`src/rtl/alu_pkg.sv`:
```
// Shared types and constants for the sequential add/subtract unit and its
// reusable chunk slice.
package alu_pkg;

    typedef enum logic [1:0] {
        IDLE = 2'd0,
        RUN  = 2'd1,
        DONE = 2'd2
    } state_t;

    typedef struct packed {
        logic carry;
        logic overflow;
        logic zero;
        logic negative;
    } flags_t;

    localparam logic ADD = 1'b0;
    localparam logic SUB = 1'b1;

endpackage

```
`src/rtl/alu_addsub_seq_if.sv`:
```
// Operand request and result channels of the sequential add/subtract unit.
interface alu_addsub_seq_if #(
    parameter int WIDTH = 16
) ();
    // Both channels transfer on a rising edge where valid && ready; the
    // producer holds its payload stable until that edge, and a result is
    // held unchanged while it waits for iReady.
    logic             iValid;
    logic             oReady;
    logic             iSub;
    logic [WIDTH-1:0] iA;
    logic [WIDTH-1:0] iB;
    logic             iC;
    logic             oValid;
    logic             iReady;
    logic [WIDTH-1:0] oResult;
    logic             oCarry;
    logic             oOverflow;
    logic             oZero;
    logic             oNegative;

    modport master (
        output iValid, iSub, iA, iB, iC, iReady,
        input  oReady, oValid, oResult, oCarry, oOverflow, oZero, oNegative
    );

    modport slave (
        input  iValid, iSub, iA, iB, iC, iReady,
        output oReady, oValid, oResult, oCarry, oOverflow, oZero, oNegative
    );
endinterface

```
`src/rtl/alu_chunk_addsub.sv`:
```
// Combinational CHUNK-bit add/subtract slice; cout is the carry (add) or
// borrow (sub) out of the slice.
module alu_chunk_addsub
    import alu_pkg::*;
#(
    parameter int CHUNK = 4
) (
    input  logic [CHUNK-1:0] a,
    input  logic [CHUNK-1:0] b,
    input  logic             cin,
    input  logic             sub,
    output logic [CHUNK-1:0] s,
    output logic             cout
);
    // One extra bit: for subtraction it goes to 1 exactly when a < b + cin.
    logic [CHUNK:0] ext;

    always_comb begin
        ext = '0;
        case (sub)
            ADD:     ext = {1'b0, a} + {1'b0, b} + {{CHUNK{1'b0}}, cin};
            SUB:     ext = {1'b0, a} - {1'b0, b} - {{CHUNK{1'b0}}, cin};
            default: ext = '0;
        endcase
    end

    assign s    = ext[CHUNK-1:0];
    assign cout = ext[CHUNK];
endmodule

```
`src/rtl/alu_addsub_seq.sv`:
```
// Multi-cycle A+B+C / A-B-C unit: one CHUNK-bit slice per clock, LSB first,
// with carry/borrow, overflow, zero and negative flags on a held result.
module alu_addsub_seq
    import alu_pkg::*;
#(
    parameter int WIDTH = 16,
    parameter int CHUNK = 4
) (
    input  logic   iClk,
    input  logic   iRstN,
    alu_addsub_seq_if.slave bus,
    output state_t dbg_state
);
    localparam int N  = WIDTH / CHUNK;
    localparam int CW = (N > 1) ? $clog2(N) : 1;

    generate
        if (WIDTH < 2 || CHUNK < 1 || (WIDTH % CHUNK) != 0) begin : g_bad_cfg
            $error("alu_addsub_seq: WIDTH must be >= 2 and a multiple of CHUNK");
        end
    endgenerate

    state_t           state;
    logic [WIDTH-1:0] a_q;
    logic [WIDTH-1:0] b_q;
    logic [WIDTH-1:0] result;
    logic             sub_q;
    logic             carry_q;
    logic [CW-1:0]    k;
    flags_t           flags;

    int               sh;
    logic [CHUNK-1:0] a_k;
    logic [CHUNK-1:0] b_k;
    logic [CHUNK-1:0] slice_s;
    logic             slice_c;
    logic [WIDTH-1:0] r_next;
    logic             ovf_next;

    assign sh     = int'(k) * CHUNK;
    assign a_k    = CHUNK'(a_q >> sh);
    assign b_k    = CHUNK'(b_q >> sh);
    assign r_next = result | (WIDTH'(slice_s) << sh);

    // Sign rule on the full result; the carry-in only matters through R.
    assign ovf_next = (sub_q ? (a_q[WIDTH-1] != b_q[WIDTH-1])
                             : (a_q[WIDTH-1] == b_q[WIDTH-1]))
                      && (r_next[WIDTH-1] != a_q[WIDTH-1]);

    alu_chunk_addsub #(.CHUNK(CHUNK)) u_slice (
        .a    (a_k),
        .b    (b_k),
        .cin  (carry_q),
        .sub  (sub_q),
        .s    (slice_s),
        .cout (slice_c)
    );

    always_ff @(posedge iClk or negedge iRstN) begin
        if (!iRstN) begin
            state   <= IDLE;
            a_q     <= '0;
            b_q     <= '0;
            result  <= '0;
            sub_q   <= 1'b0;
            carry_q <= 1'b0;
            k       <= '0;
            flags   <= '0;
        end else begin
            case (state)
                IDLE: begin
                    if (bus.iValid) begin
                        a_q     <= bus.iA;
                        b_q     <= bus.iB;
                        sub_q   <= bus.iSub;
                        carry_q <= bus.iC;
                        result  <= '0;
                        flags   <= '0;
                        k       <= '0;
                        state   <= RUN;
                    end
                end
                RUN: begin
                    result  <= r_next;
                    carry_q <= slice_c;
                    k       <= k + 1'b1;
                    if (k == CW'(N - 1)) begin
                        flags.carry    <= slice_c;
                        flags.overflow <= ovf_next;
                        flags.zero     <= (r_next == '0);
                        flags.negative <= r_next[WIDTH-1];
                        state          <= DONE;
                    end
                end
                DONE: begin
                    if (bus.iReady) begin
                        state <= IDLE;
                    end
                end
                default: state <= IDLE;
            endcase
        end
    end

    assign bus.oReady    = (state == IDLE);
    assign bus.oValid    = (state == DONE);
    assign bus.oResult   = result;
    assign bus.oCarry    = flags.carry;
    assign bus.oOverflow = flags.overflow;
    assign bus.oZero     = flags.zero;
    assign bus.oNegative = flags.negative;
    assign dbg_state     = state;
endmodule
```
`src/flat_wrapper.sv`:
```
// flat-port wrapper written by rule: the top's interface ports become plain ports
module alu_addsub_seq_flat import alu_pkg::*;
#(
    parameter int WIDTH = 16,
    parameter int CHUNK = 4
)
  (iClk, iRstN, dbg_state, bus_iValid, bus_iSub, bus_iA, bus_iB, bus_iC, bus_iReady, bus_oReady, bus_oValid, bus_oResult, bus_oCarry, bus_oOverflow, bus_oZero, bus_oNegative);
  alu_addsub_seq_if #(.WIDTH(WIDTH)) bus_i ();
  input  logic iClk;
  input  logic iRstN;
  output state_t dbg_state;
  input wire logic [$bits(bus_i.iValid)-1:0] bus_iValid;
  input wire logic [$bits(bus_i.iSub)-1:0] bus_iSub;
  input wire logic [$bits(bus_i.iA)-1:0] bus_iA;
  input wire logic [$bits(bus_i.iB)-1:0] bus_iB;
  input wire logic [$bits(bus_i.iC)-1:0] bus_iC;
  input wire logic [$bits(bus_i.iReady)-1:0] bus_iReady;
  output wire logic [$bits(bus_i.oReady)-1:0] bus_oReady;
  output wire logic [$bits(bus_i.oValid)-1:0] bus_oValid;
  output wire logic [$bits(bus_i.oResult)-1:0] bus_oResult;
  output wire logic [$bits(bus_i.oCarry)-1:0] bus_oCarry;
  output wire logic [$bits(bus_i.oOverflow)-1:0] bus_oOverflow;
  output wire logic [$bits(bus_i.oZero)-1:0] bus_oZero;
  output wire logic [$bits(bus_i.oNegative)-1:0] bus_oNegative;
  assign bus_i.iValid = bus_iValid;
  assign bus_i.iSub = bus_iSub;
  assign bus_i.iA = bus_iA;
  assign bus_i.iB = bus_iB;
  assign bus_i.iC = bus_iC;
  assign bus_i.iReady = bus_iReady;
  assign bus_oReady = bus_i.oReady;
  assign bus_oValid = bus_i.oValid;
  assign bus_oResult = bus_i.oResult;
  assign bus_oCarry = bus_i.oCarry;
  assign bus_oOverflow = bus_i.oOverflow;
  assign bus_oZero = bus_i.oZero;
  assign bus_oNegative = bus_i.oNegative;
  alu_addsub_seq #(.WIDTH(WIDTH), .CHUNK(CHUNK)) u_core (.iClk(iClk), .iRstN(iRstN), .bus(bus_i), .dbg_state(dbg_state));
endmodule
```
`config.mk`:
```
export PLATFORM = sky130hd
export DESIGN_NAME = alu_addsub_seq_flat
export DESIGN_NICKNAME = d
export VERILOG_FILES = /design/src/rtl/alu_pkg.sv /design/src/rtl/alu_addsub_seq_if.sv /design/src/rtl/alu_chunk_addsub.sv /design/src/rtl/alu_addsub_seq.sv /design/src/flat_wrapper.sv
export SDC_FILE = /design/constraint.sdc
export NUM_CORES = 1
export LEC_CHECK = 0
export BUFFER_PORTS_ARGS = -buffer_cell sky130_fd_sc_hd__buf_2
export CAP_MARGIN = 10
export CORE_UTILIZATION = 45
export DETAILED_ROUTE_END_ITERATION = 12
export PLACE_DENSITY = 0.75
export SKIP_LAST_GASP = 1
export SYNTH_ARGS = -nofsm -noshare
export SYNTH_HDL_FRONTEND = slang
export SYNTH_HIERARCHICAL = 1
export SYNTH_SLANG_ARGS = --single-unit
export TNS_END_PERCENT = 100
```
`constraint.sdc`:
```
create_clock -name iClk -period 7.7 [get_ports iClk]
set_clock_uncertainty 0.05 [all_clocks]
set_input_delay 0.77 -clock iClk [delete_from_list [all_inputs] [get_ports iClk]]
set_output_delay 0.77 -clock iClk [all_outputs]
set_load 0.005 [all_outputs]
```
==> flow_summary.toml, run 1 <==
[power_and_ir_drop]
pwr-share-clk = 0.175
power.internal_uw = 1073
vdd_drop_max_mv = 0.3180
switching_share = 0.4230
power_density_nw_per_um2 = 536.9
switchingPower_uw = 786.5
pwr-share-comb = 0.513
leakage_uw = 0.001803
seqPwrFrac = 0.312

[setup_path]
cp-start-kind = "flip-flop"
critPathMaxFanout = 17
worst_ep_required_time_ns = 7.88
cp.arrival_ns = 3.71
r2r_slack_ns = 4.17
timing.rr.end = "u_core/bus.oOverflow"
endpoint_kind = "flip-flop"
path_class = "reg -> reg"
r2r_cells = 11
r2r-start = "u_core/k[0]"

[job]
cap_violations = 0

[layout]
drive_gt1_frac = 0.2623
fillCellCount = 566
n_antenna_cell = 0
regArea_sq_um = 1451
synthToLayoutAreaGrowth_pct = 18.54
nets = 411
finish.instance_area_sq_um = 3463
post-route-util = 0.5681
multi_input_area_sq_um = 1304

[synth]
synth_nets = 351
seq_area_frac_synth = 0.4968
synthFlopType = "dfrtp_1"
ys_ff_latch = 58
async_flop_share = 1.000
netlist_area_sq_um = 2922
synth_most_common_cell = "nand2_1"
avgSynthCellArea_sq_um = 9.706
synth_top_area_cell = "dfrtp_1"
synth_edf_count = 0
yosys_warnings = 6
netlist_instances = 301
synthTopCellsByArea = "dfrtp_1 50%, nand2_1 16%, mux4_2 6.2%"
ys_types = 36
synth_top_area_share = 0.4968
synth_commonest_cells = "127 x nand2_1, 58 x dfrtp_1, 16 x o21ai_1"

[clock_tree]
cts_tree = "done"
htree_levels = 3
clockRootBuffer = "clkbuf_8"
post_cts_buffers = 0
clk_latency_ns = 0.34
clkTransAtPathRegs_ns = 0.06
cts_max_path_buffers = 2
hold_buffers = 0
clkSinkCount = 58
cts_made_buffers = 9
cts_resized = 0

[min_path]
hp-start = "u_core/a_q[1]"
holdPathStages = 2
min_to = "u_core/a_q[1]"
holdCritPathClass = "reg -> reg"

[die]
die_w_um = 82.58
fp.coreArea_sq_um = 6096
ioPinCount = 62
die-area_sq_um = 6819
start_util = 0.4793
rows = 28
fp.dieH_um = 82.58

[drt]
first_pass_iters = 4
antenna_left = 0
via_per_inst = 5.227
wire_per_inst_um = 13.65
vias = 2305
drcViolationCount = 0
drt_wl_total_mm = 6.021
dr.first_iter.drc_count = 66

[placement]
portBuffers = 61
placedInstanceArea_sq_um = 3226
hpwl_mm = 4.379
gp_congestion = 0.8049

[sta]
period_needed_ns = 3.531
tightest_slew_ns = 0.7119
setup_viol = 0
maxSlewViolCount = 0
period_share = 0.4586
slew_headroom = 0.5244
timing.fmax_mhz = 283.2
fin_setup_tns_ns = 0
rsz0062_at_grt = "no"
hold_violations = 0

[global_route]
grt_pass1_wl_mm = 10.09
grt_max_degree = 59
grt_pass1_vias = 2164
antenna_found_initial = 0
grt_use_total = 0.2042
grt_overflow = 0

[status]
status = "completed"
==> registers in the layout, indices dropped and copies added, names as in the netlist <==
register and flops:
u_core/a_q 16, u_core/b_q 16, u_core/bus.oResult 16, u_core/dbg_state 2, u_core/k 2, u_core/bus.oCarry 1, u_core/bus.oNegative 1, u_core/bus.oOverflow 1
u_core/bus.oZero 1, u_core/carry_q 1, u_core/sub_q 1
==> stage by stage <==
step                worst slack, ns  power, uW  hold WS (ns)  cells
floorplan                     4.455       1302        0.3896    301
global placement              4.265       1483        0.4050    425
detailed placement            4.140       1546        0.4103    425
CTS                           4.119       1879        0.4264    441
global route                  3.955       2025        0.4389    441
finish                        4.169       1859        0.4246    441
==> power by group through the flow <==
stage / sequential (uW) / combinational [uW] / clock [uW]
final: 580 / 954 / 326
after global routing: 603 / 1070 / 350
after CTS: 582 / 964 / 334
after detailed placement: 588 / 958 / 0
after global placement: 581 / 902 / 0
after floorplan: 528 / 774 / 0
==> how the worst max path moves through the flow <==
stage,start,slack [ns],endpoint,cells after the start
floorplan,u_core/k[0],4.46,u_core/bus.oOverflow,13
global placement,u_core/k[0],4.27,u_core/bus.oOverflow,11
detailed placement,u_core/k[0],4.14,u_core/bus.oOverflow,11
CTS,u_core/k[0],4.12,u_core/bus.oOverflow,11
global route,u_core/k[0],3.96,u_core/bus.oOverflow,11
finish,u_core/k[0],4.17,u_core/bus.oOverflow,11
==> layer usage <==
metal / wire [um] / up-vias / GRT usage / part of all wire
met2: 2996 / 79 / 0.3281 / 0.50
li1: - / 1108 / - / -
met1: 2512 / 1110 / 0.2489 / 0.42
met3: 445 / 8 / 0.08791 / 0.074
met5: 0 / - / 0 / 0
met4: 68 / 0 / 0.06207 / 0.011
==> cells in the final DEF (no fill, tap or decap), drive strengths merged, types with 2 or more instances in the layout <==
| master | count |
|---|---|
| a21oi | 3 |
| buf | 64 |
| bufinv | 2 |
| clkbuf | 12 |
| dfrtp | 58 |
| fa | 4 |
| ha | 8 |
| inv | 13 |
| mux2i | 3 |
| mux4 | 8 |
| nand2 | 127 |
| nand2b | 4 |
| nand3 | 6 |
| nand3b | 2 |
| nor2 | 3 |
| nor2b | 3 |
| nor3b | 2 |
| nor4 | 6 |
| o21ai | 19 |
| xnor2 | 5 |
==> critical path, cell delays in order (launching register included) <==
cell	delay (ns)
dfrtp_1	0.80
mux4_2	0.63
fa_1	0.44
inv_1	0.07
ha_1	0.22
nand2_1	0.06
nand3b_1	0.09
xnor2_1	0.15
mux2i_1	0.16
a31o_2	0.31
and4_1	0.17
a211o_1	0.26
==> cell families after synthesis <==
kind of cell,after synthesis,synth area share
mux,11,0.07195
xor+xnor,5,0.01499
flops,58,0.4968
buf+inv,28,0.05696
simple gates,158,0.2381
fa+ha+maj,12,0.06167
compound gates,29,0.05953
==> area by class of cell <==
class	count	area share
flip-flops and latches	58	0.4191
multi-input cells	215	0.3764
repair buffers	64	0.09465
clock buffers	12	0.04769
well taps	75	0.02710
clock inverters	4	0.02095
inverters	13	0.01409
Note: power is estimated with default switching activity, not from simulation.
==> run 2, diff against run 1 <==
==> constraint.sdc (replaced) <==
create_clock -name iClk -period 3.4 [get_ports iClk]
set_clock_uncertainty 0.05 [all_clocks]
set_input_delay 0.34 -clock iClk [delete_from_list [all_inputs] [get_ports iClk]]
set_output_delay 0.34 -clock iClk [all_outputs]
set_load 0.005 [all_outputs]
==> flow_summary.toml, run 2 (synthesis gave the netlist of run 1 again) <==
[placement]
portBuffers = 61
dp_slack_ns = 0.1980
hpwl_mm = 4.564
gp_congestion = 0.8507

[clock_tree]
cts_tree = "done"
clkTransAtPathRegs_ns = 0.07
cts_resized = 0
cts_made_buffers = 9
cts_max_path_buffers = 2
clockRootBuffer = "clkbuf_8"
post_cts_buffers = 0
htree_levels = 3
clkSinkCount = 58
hold_buffers = 0
clk_latency_ns = 0.33

[power_and_ir_drop]
fin_total_pwr_uw = 4260
vdd_drop_max_mv = 0.5732
leakage_uw = 0.001812
power_density_nw_per_um2 = 1226

[sta]
rsz0062_at_grt = "no"
period_needed_ns = 3.103
fin_setup_tns_ns = 0
setup_viol = 0
slew_headroom = 0.2684
timing.fmax_mhz = 322.3
setup_ws_ns = 0.2972
tightest_slew_ns = 1.097
maxSlewViolCount = 0
hold_violations = 0
period_share = 0.9126

[die]
die-area_sq_um = 6819
rows = 28
fp.dieH_um = 82.58
start_util = 0.4793
ioPinCount = 62
fp.coreArea_sq_um = 6096
die_w_um = 82.58

[drt]
dr.first_iter.drc_count = 106
drcViolationCount = 0
antenna_left = 0
via_per_inst = 5.148
first_pass_iters = 4
wire_per_inst_um = 13.88
drt_wl_total_mm = 6.178
vias = 2291

[setup_path]
path_class = "reg -> reg"
endpoint_kind = "flip-flop"
critPathMaxFanout = 9
cp-start-kind = "flip-flop"
worst_ep_required_time_ns = 3.57
cp.arrival_ns = 3.27

[layout]
layout_commonest_cell = "nand2_1"
n_antenna_cell = 0
fillCellCount = 586
post-route-util = 0.5702
synthToLayoutAreaGrowth_pct = 18.97
drive_gt1_frac = 0.2703
nets = 415
layout_common_cells = "127 x nand2_1, 61 x buf_2, 57 x dfrtp_1"

[global_route]
grt_pass1_vias = 2226
grt_use_total = 0.2087
grt_pass1_wl_mm = 10.32
grt_overflow = 0
antenna_found_initial = 0
grt_max_degree = 51

[min_path]
holdCritPathClass = "in -> reg"

[status]
status = "completed"

[job]
cap_violations = 0
run 2: cell types whose count changed in the layout (fill, tap and decap cells not counted):
cell      before  now
clkbuf_8      12   10
clkbuf_1       0    1
dfrtp_2        0    1
buf_4          3    7
dfrtp_1       58   57
clkinv_2       1    2
run 2: cell type report:
class,instances,area (sq um),area share
Tap cell,75,93.84,0.02700
Clock buffer,11,141.4,0.04068
Timing Repair Buffer,68,357.8,0.1030
Clock inverter,5,77.57,0.02232
Multi-Input combinational cell,215,1304,0.3751
Inverter,13,48.80,0.01404
Sequential cell,58,1453,0.4179
run 2: path summary, 6_finish.rpt:
check / startpoint / endpoint / slack [ns] / cells after the start
setup reg to reg: u_core/k[0] / u_core/bus.oOverflow / 0.30 / 10
setup / recovery: u_core/k[0] / u_core/bus.oOverflow / 0.30 / 10
hold / removal: bus_iA[3] / u_core/a_q[3] / 0.14 / 3
max in group asynchronous: iRstN / u_core/a_q[5] / 2.39 / 2
min in group asynchronous: iRstN / u_core/dbg_state[1] / 0.16 / 1
hold reg to reg: u_core/a_q[2] / u_core/a_q[2] / 0.42 / 2
run 2: worst max-delay path: stages (launching register included):
cell     delay, ns
dfrtp_2       0.48
buf_4         0.20
mux4_2        0.53
ha_1          0.33
inv_1         0.07
ha_1          0.33
xnor2_1       0.18
mux2i_1       0.11
a31o_2        0.28
and4_1        0.18
a211o_1       0.26
run 2: through the flow:
stage	std cells	instance area (sq um)	hold WS (ns)
final	445	3476	0.1412
after floorplan	301	2922	-0.005591
after CTS	445	3475	0.1324
after global routing	445	3476	0.1389
after global placement	429	3256	0.4088
after detailed placement	429	3256	0.4134
run 2: routing by layer:
layer | track usage | vias to the layer above | wire, um | part of all wire
li1 | - | 1113 | - | -
met1 | 0.2502 | 1109 | 2700 | 0.44
met2 | 0.3603 | 60 | 3097 | 0.50
met3 | 0.04945 | 9 | 286 | 0.046
met4 | 0.08448 | 0 | 93 | 0.015
met5 | 0 | - | 0 | 0
run 2: power by group:
group	leakage, uW	internal [uW]	switching [uW]	total (uW)
Sequential	0.000724	1020	276	1290
Clock	0.000109	430	274	704
Combinational	0.000978	1020	1240	2260
==> run 3, diff against run 2 <==
--- a/config.mk
+++ b/config.mk
@@ -7,12 +7,11 @@
 export LEC_CHECK = 0
 export BUFFER_PORTS_ARGS = -buffer_cell sky130_fd_sc_hd__buf_2
 export CAP_MARGIN = 10
-export CORE_UTILIZATION = 45
+export CORE_UTILIZATION = 54
 export DETAILED_ROUTE_END_ITERATION = 12
-export PLACE_DENSITY = 0.75
+export PLACE_DENSITY = 0.86
 export SKIP_LAST_GASP = 1
 export SYNTH_ARGS = -nofsm -noshare
 export SYNTH_HDL_FRONTEND = slang
-export SYNTH_HIERARCHICAL = 1
 export SYNTH_SLANG_ARGS = --single-unit
 export TNS_END_PERCENT = 100
==> constraint.sdc (replaced) <==
create_clock -name iClk -period 3.05 [get_ports iClk]
set_clock_uncertainty 0.05 [all_clocks]
set_input_delay 0.305 -clock iClk [delete_from_list [all_inputs] [get_ports iClk]]
set_output_delay 0.305 -clock iClk [all_outputs]
set_load 0.005 [all_outputs]
==> flow_summary.toml, run 3 <==
[placement]
dp_slack_ns = -0.05281
hpwl_mm = 4.860
portBuffers = 61
placedInstanceArea_sq_um = 3338
gp_congestion = 0.8252
placed_cells = 432

[drt]
drcViolationCount = 0
via_per_inst = 5.389
dr.first_iter.drc_count = 73
antenna_left = 0
vias = 2436
first_pass_iters = 4
wire_per_inst_um = 15.07
drt_wl_total_mm = 6.812

[clock_tree]
clk_latency_ns = 0.33
cts_tree = "done"
hold_buffers = 0
cts_max_path_buffers = 2
clkSinkCount = 58
htree_levels = 3
clockRootBuffer = "clkbuf_8"
cts_made_buffers = 9
clkTransAtPathRegs_ns = 0.06

[global_route]
grt_pass1_vias = 2334
grt_pass1_wl_mm = 10.90
antenna_found_initial = 0
grt_overflow = 0
grt_max_degree = 51
grt_use_total = 0.2666

[power_and_ir_drop]
pwr-share-comb = 0.550
power.internal_uw = 3071
vdd_drop_max_mv = 0.6850
power_density_nw_per_um2 = 1420
switching_share = 0.4102
switchingPower_uw = 2135
leakage_uw = 0.001882
seqPwrFrac = 0.270
pwr-share-clk = 0.180

[synth]
yosys_warnings = 0
synth_top_area_cell = "dfrtp_1"
ys_types = 37
avgSynthCellArea_sq_um = 9.510
synth_nets = 358
seq_area_frac_synth = 0.4955
synth_commonest_cells = "120 x nand2_1, 58 x dfrtp_1, 12 x inv_1, 12 x o21ai_0"
synth_most_common_cell = "nand2_1"
synth_top_area_share = 0.4955
netlist_area_sq_um = 2929
synthTopCellsByArea = "dfrtp_1 50%, nand2_1 15%, mux4_2 5.4%"
async_flop_share = 1.000
netlist_instances = 308
synthFlopType = "dfrtp_1"
synth_edf_count = 0
ys_ff_latch = 58

[setup_path]
r2r-start = "u_core.k[0]"
worst_ep_required_time_ns = 3.25
cp-start-kind = "flip-flop"
critPathMaxFanout = 4
crit_start = "u_core.k[0]"
endpoint_kind = "flip-flop"
path_class = "reg -> reg"
cp.arrival_ns = 3.17

[die]
ioPinCount = 62
die-area_sq_um = 5723
fp.dieH_um = 75.65
start_util = 0.5663
fp.coreArea_sq_um = 5172
rows = 26
die_w_um = 75.65

[layout]
layout_commonest_cell = "nand2_1"
n_antenna_cell = 0
drive_gt1_frac = 0.2853
synthToLayoutAreaGrowth_pct = 25.20
final_cells = 452
layout_common_cells = "120 x nand2_1, 61 x buf_2, 57 x dfrtp_1"
nets = 427
finish.instance_area_sq_um = 3667

[sta]
timing.fmax_mhz = 336.6
hold_ws_ns = 0.1060
hold_violations = 0
setup_viol = 0
rsz0062_at_grt = "yes"
maxSlewViolCount = 0
setup_ws_ns = 0.07931
slew_headroom = 0.2688
period_needed_ns = 2.971
period_share = 0.9740
tightest_slew_ns = 1.097

[min_path]
hp-start = "bus_iReady"
holdCritPathClass = "in -> reg"

[status]
status = "completed"

[job]
cap_violations = 0
-- run 3: changes by cell type after synthesis, sizes merged, moves of 4 or more --
cell    change
nand3       -6
nor2        +8
o21ai       -6
buf        -10
clkbuf     +10
nand2       -7
mux2i       +4
-- run 3: path summary, 6_finish.rpt --
kind / slack, ns / to / cells past startpoint
max: 0.08 / u_core.bus.oOverflow / 8
min: 0.11 / u_core.dbg_state[1] / 2
max reg2reg: 0.08 / u_core.bus.oOverflow / 8
min reg2reg: 0.44 / u_core.a_q[6] / 2
max in group asynchronous: 2.08 / u_core.k[0] / 1
min in group asynchronous: 0.13 / u_core.bus.oResult[4] / 1
-- run 3: timing repair --
item	4_1_cts	5_1_grt
pin swaps	0	2
buffers inserted	0	4
setup endpoints to repair	1	2
gates resized for setup	2	5
-- run 3: routing by layer --
metal  share of wire  global-route usage
met4           0.021              0.1337
met3           0.043             0.05159
met1            0.43              0.3316
met5               0                   0
met2            0.51              0.4474
-- run 3: through the flow --
step	setup TNS [ns]	utilization	power, uW
after floorplan	0	-	3323
after global placement	0	0.6454	3902
after detailed placement	-0.05281	0.6454	4053
after CTS	0	0.6979	5030
after global routing	-0.01143	0.7090	5608
final	0	0.7090	5206
-- run 3: power groups by stage --
stage / Combinational (uW) / Clock, uW / Sequential (uW)
3_5_place_dp: 2650 / 0 / 1410
4_1_cts: 2670 / 955 / 1400
5_1_grt: 3170 / 987 / 1450
6_report: 2860 / 939 / 1410
3_3_place_gp: 2520 / 0 / 1380
2_1_floorplan: 2010 / 0 / 1310
-- run 3: kinds of logic (layout without fill, tap and decap cells) --
kind of cell             count (synthesis)  count (layout)  synth area share
AO/OA/AOI/OAI                           36              36           0.08373
XOR/XNOR                                 5               5           0.01495
multiplexers                            17              17           0.08928
flip-flops                              58              58            0.4955
buffers and inverters                   27             101           0.03546
adder cells (fa/ha/maj)                 12              12           0.06151
AND/OR/NAND/NOR                        153             153            0.2196
-- run 3: cell type report --
| type | count | area [sq um] |
|---|---|---|
| Timing Repair Buffer | 73 | 399.1 |
| Tap cell | 70 | 87.58 |
| Inverter | 12 | 45.04 |
| Multi-Input combinational cell | 223 | 1416 |
| Clock buffer | 11 | 141.4 |
| Sequential cell | 58 | 1453 |
| Clock inverter | 5 | 125.1 |
| Fill cell | 390 | 1505 |
-- run 3: critical path, cell delays in order, from the launching register on --
cell and delay (ns):
dfrtp_2 0.42, mux4_2 0.56, fa_2 0.42, ha_4 0.30
nand2_1 0.06, o221ai_2 0.25, mux2i_2 0.11, or4_4 0.52
a41oi_2 0.20
